[src/rtl/register_file_write_stage.sv]
// register_file_write_stage
//   Storage stage of the RV32I register file. Write-back requests enter an
//   in-order write queue through a valid/ready handshake, and one queued write
//   per cycle is committed into x1..x31. Committed state is exported as a flat
//   bus for the downstream 32:1 read muxes. A pending-write mask is provided
//   for hazard checks. x0 is hardwired to zero.
// Ports
//   clk            : clock, all state updates on the rising edge
//   reset          : synchronous, active-high; flushes the queue, loads reset values
//   Write_Valid    : write-back request present
//   Write_Ready    : queue can accept a request this cycle (combinational)
//   Write_Register : destination register index
//   Write_Data     : value to write
//   Registers_Flat : committed registers, register k = [k*N +: N]
//   Pending_Mask   : bit k set while a write to xk is queued
//   Queue_Empty    : no queued writes
// DEPTH must be 2 or 4; the pointers rely on a power-of-two depth to wrap.

module register_file_cell #(
   parameter int               N         = 32,
   parameter logic [N-1:0]     RESET_VAL = '0
) (
   input  logic         clk,
   input  logic         reset,
   input  logic         we,
   input  logic [N-1:0] d,
   output logic [N-1:0] q
);
   always_ff @(posedge clk) begin
      if (reset)   q <= RESET_VAL;
      else if (we) q <= d;
   end
endmodule

module register_file_write_stage #(
   parameter int           N        = 32,
   parameter int           DEPTH    = 2,
   parameter logic [N-1:0] SP_RESET = 32'h7FFF_EFFC,
   parameter logic [N-1:0] GP_RESET = 32'h1000_8000
) (
   input  logic            clk,
   input  logic            reset,
   input  logic            Write_Valid,
   output logic            Write_Ready,
   input  logic [4:0]      Write_Register,
   input  logic [N-1:0]    Write_Data,
   output logic [32*N-1:0] Registers_Flat,
   output logic [31:0]     Pending_Mask,
   output logic            Queue_Empty
);
   localparam int PW = $clog2(DEPTH);
   localparam int CW = $clog2(DEPTH + 1);
   localparam logic [CW-1:0] DEPTH_C = CW'(DEPTH);

   typedef struct packed {
      logic [4:0]   rd;
      logic [N-1:0] data;
   } wr_entry_t;

   wr_entry_t        entry_q [DEPTH];
   logic [DEPTH-1:0] vld_q;
   logic [PW-1:0]    head_q, tail_q;
   logic [CW-1:0]    count_q;

   logic      xfer, enq, commit;
   wr_entry_t head_e;

   assign Write_Ready = ~reset & (count_q < DEPTH_C);
   assign xfer        = Write_Valid & Write_Ready;
   // writes to x0 complete the handshake but are dropped here
   assign enq         = xfer & (Write_Register != 5'd0);
   assign commit      = (count_q != '0);
   assign head_e      = entry_q[head_q];
   assign Queue_Empty = (count_q == '0);

   // Enqueue and commit never target the same slot: enqueue needs
   // count < DEPTH and commit needs count > 0, so tail != head when both fire.
   always_ff @(posedge clk) begin
      if (reset) begin
         head_q  <= '0;
         tail_q  <= '0;
         count_q <= '0;
         vld_q   <= '0;
      end else begin
         if (enq) begin
            entry_q[tail_q] <= '{rd: Write_Register, data: Write_Data};
            vld_q[tail_q]   <= 1'b1;
            tail_q          <= tail_q + 1'b1;
         end
         if (commit) begin
            vld_q[head_q] <= 1'b0;
            head_q        <= head_q + 1'b1;
         end
         count_q <= count_q + CW'(enq) - CW'(commit);
      end
   end

   always_comb begin
      Pending_Mask = '0;
      for (int i = 0; i < DEPTH; i++)
         if (vld_q[i]) Pending_Mask[entry_q[i].rd] = 1'b1;
      Pending_Mask[0] = 1'b0;
   end

   logic [31:0][N-1:0] regs;
   assign regs[0] = '0;

   for (genvar k = 1; k < 32; k++) begin : g_reg
      localparam logic [N-1:0] RV = (k == 2) ? SP_RESET :
                                    (k == 3) ? GP_RESET : '0;
      register_file_cell #(.N(N), .RESET_VAL(RV)) u_cell (
         .clk   (clk),
         .reset (reset),
         .we    (commit && (head_e.rd == 5'(k))),
         .d     (head_e.data),
         .q     (regs[k])
      );
   end

   assign Registers_Flat = regs;
endmodule

[config.mk]
export PLATFORM = sky130hd
export DESIGN_NAME = register_file_write_stage
export DESIGN_NICKNAME = d
export VERILOG_FILES = /design/src/rtl/register_file_write_stage.sv
export SDC_FILE = /design/constraint.sdc
export NUM_CORES = 2
export LEC_CHECK = 0
export CELL_PAD_IN_SITES_DETAIL_PLACEMENT = 1
export CELL_PAD_IN_SITES_GLOBAL_PLACEMENT = 2
export CORE_AREA = 2 2 424 426
export DETAILED_ROUTE_END_ITERATION = 8
export DIE_AREA = 0 0 426 428
export GPL_ROUTABILITY_DRIVEN = 0
export HOLD_SLACK_MARGIN = 0.03
export PLACE_DENSITY_LB_ADDON = 0.1
export SKIP_CTS_REPAIR_TIMING = 1
export SYNTH_ARGS = -nofsm -noshare
export SYNTH_HDL_FRONTEND = slang
export SYNTH_SLANG_ARGS = --single-unit
[constraint.sdc]
create_clock -name clk -period 10.2 [get_ports clk]
set_clock_uncertainty 0.2 [all_clocks]
set_input_delay 2.04 -clock clk [delete_from_list [all_inputs] [get_ports clk]]
set_output_delay 2.04 -clock clk [all_outputs]
set_load 0.005 [all_outputs]
==> results.toml <==
[setup_path]
cp-start-kind = "input port"
required_ps = 7960
cp_max_fo = 82
critPathKind = "in -> out"
r2r-end = "g_reg[17].u_cell.q[15]"
end_kind = "output pin"
r2r_setup_slack_ps = 6870
worstPathArrival_ps = 3420
reg2reg_depth = 5

[outcome]
status = "finished clean"

[clocking]
cts_buffers = 136
clockBufferDepth = 3
cts_sinks = 1073
clk_latency_ps = 780
cts_root_buf = "clkbuf_16"
ctsHtreeMaxLevel = 4
cts_tree = "built"
clk_pin_slew_ps = 60

[global_route]
overflow = 0
grt_pass1_wl_um = 265600
grt_antenna_before_repair = 46
grt_pass1_vias = 30947
grt_usage_pct = 20.86
grt_max_degree = 223

[final_layout]
area_growth_pct = 39.98
design_area_um2 = 58950
finalNetCount = 4604
fill_cells = 19396
fin_cells = 7044
drive_gt1_share_pct = 8.435

[floorplanning]
start_util_pct = 23.70
row_count = 155
die_area_um2 = 182300
die_y_um = 428
die_w_um = 426
core_um2 = 177600
boundaryPins = 1098

[min_path]
hp-class = "reg -> reg"
hold_start = "count_q[0]"
worstHoldEndpoint = "count_q[1]"
holdPathStages = 2

[detailed_routing]
vias = 29841
final_antenna_net_count = 0
drc = 0
dr.first_iter.drc_count = 1204
firstDrtPassIters = 7
viasPerCell = 4.236
drt_wl_total_um = 195700
wl_per_cell_um = 27.78

[placed_design]
dp_slack_ps = 4516
io_buffers = 1064
place_area_um2 = 54360
post-dp-hpwl_um = 133200
placedCellCount = 6781

[synth]
yosysSeqAreaShare_pct = 52.77
syn_inst = 3648
syn_area_per_cell_um2 = 11.54
ys.warnings.count = 0
synth_seq_cells = 1073
yosys.area.top_type_share_pct = 47.49
netlist_area_um2 = 42110
yosysTopAreaCell = "dfxtp_1"
synth_top_cells_by_area = "dfxtp_1 47%, mux2i_1 24%, nand2b_1 15%"
synth.distinct_cells = 35

[power]
comb_power_share_pct = 4.4
swShare_pct = 23.64
p_int_mw = 7.351
leakagePower_nw = 26.32
power_frac_seq_pct = 44.4
ir_drop_mv = 0.1525
clockPowerShare_pct = 51.2
switching_power_mw = 2.276
power_density_nw_per_um2 = 163.3

[timing]
slew_headroom_pct = 28.18
slew_viol_final = 0
fmax_ghz = 0.1768
period_needed_ps = 5656
whs_ps = 247.6
final.setup.tns_ps = 0
finalCritPeriodShare_pct = 55.45
tightest_slew_ps = 1077
final-setup-viol-count = 0
report.final.hold_viol_count = 0
postLayoutSetupSlackWorst_ps = 4544
rsz0062_at_grt = "no"

[flow_run]
drv_cap = 0
[per-layer routing]
| metal | global-route usage [%] | vias to the layer above | part of all wire (%) |
|---|---|---|---|
| li1 | - | 13904 | - |
| met1 | 22.97 | 14924 | 39 |
| met2 | 37.88 | 762 | 52 |
| met3 | 5.960 | 251 | 6.0 |
| met4 | 7.195 | 0 | 3.1 |
| met5 | 0 | - | 0 |
[how the worst max path moves through the flow]
stage | end | slack (ps) | startpoint | cells past startpoint
after floorplan | entry_q[0][0] | 5240 | reset | 5
after global placement | g_reg[31].u_cell.q[11] | 4490 | reset | 6
final | Write_Ready | 4540 | reset | 3
after CTS | Write_Ready | 4520 | reset | 3
after global routing | Write_Ready | 4540 | reset | 3
after detailed placement | Write_Ready | 4520 | reset | 3
[worst max-delay path: stages]
cell	delay (ps)
buf_8	190
nor2_1	490
clkdlybuf4s50_1	600
[per-stage QoR]
stage | util (%) | power [mW]
global route | 33.18 | 9.991
global placement | 30.60 | 4.812
finish | 33.18 | 9.628
detailed placement | 30.60 | 4.812
CTS | 33.16 | 9.820
floorplan | - | 4.605
[state kept, by name (all words and copies together), names as in the netlist, named ones only]
name,count
g.u_cell.q,992
entry_q,74
count_q,2
vld_q,2
head_q,1
tail_q,1
[cells in the mapped netlist (all sizes together)]
master / number
or3: 2
nor3: 1
buf: 140
dfxtp: 999
conb: 1
and2: 1
edfxtp: 74
clkbuf: 223
a21o: 1
o22ai: 31
nand2b: 995
mux2: 29
nor2b: 6
o21ai: 4
o211ai: 1
nor2: 17
or2: 60
o21a: 2
nand3b: 7
a21oi: 2
mux2i: 999
nand2: 9
xnor2: 2
or3b: 2
nand3: 37
inv: 2
or4: 1
[cell families (layout without fill, tap and decap cells)]
kind of cell,count (synthesis),in the layout,share of synthesized area [%]
compound gates,41,41,0.7101
xor+xnor,2,2,0.04160
buf+inv,365,1356,4.611
flops,1073,1073,52.77
mux,1028,1028,24.55
other cells,1,51,0.008905
simple gates,1138,1138,17.31
[cells in the final DEF (no fill, tap or decap), types with 23 or more instances in the layout]
| cell type | synthesis | routed |
|---|---|---|
| clkbuf_16 | 0 | 141 |
| clkbuf_8 | 0 | 40 |
| buf_4 | 71 | 43 |
| clkdlybuf4s50_1 | 0 | 1063 |
| conb_1 | 1 | 33 |
| nand3_4 | 14 | 23 |
| clkbuf_1 | 223 | 26 |
| mux2_2 | 29 | 29 |
| o22ai_1 | 31 | 31 |
| mux2i_1 | 998 | 998 |
| dfxtp_1 | 999 | 998 |
| nand2b_1 | 995 | 995 |
| or2_2 | 60 | 60 |
| edfxtp_1 | 74 | 74 |
[area by class of cell]
class	count	area [um2]	area share [%]
diodes	18	45.04	0.07641
clock buffers	207	4177	7.085
multi-input cells	2242	18160	30.81
inverters	2	7.507	0.01274
repair buffers	1109	11020	18.69
clock inverters	38	367.9	0.6240
well taps	2355	2947	4.999
flip-flops and latches	1073	22230	37.70
[power by group through the flow]
stage	clock network [mW]	logic (mW)	registers, mW
2_1_floorplan	0	0.243	4.36
6_report	4.93	0.428	4.27
3_3_place_gp	0	0.447	4.36
3_5_place_dp	0	0.446	4.37
4_1_cts	5.10	0.447	4.27
5_1_grt	5.26	0.456	4.27
Power figures use the tool's default switching activity.
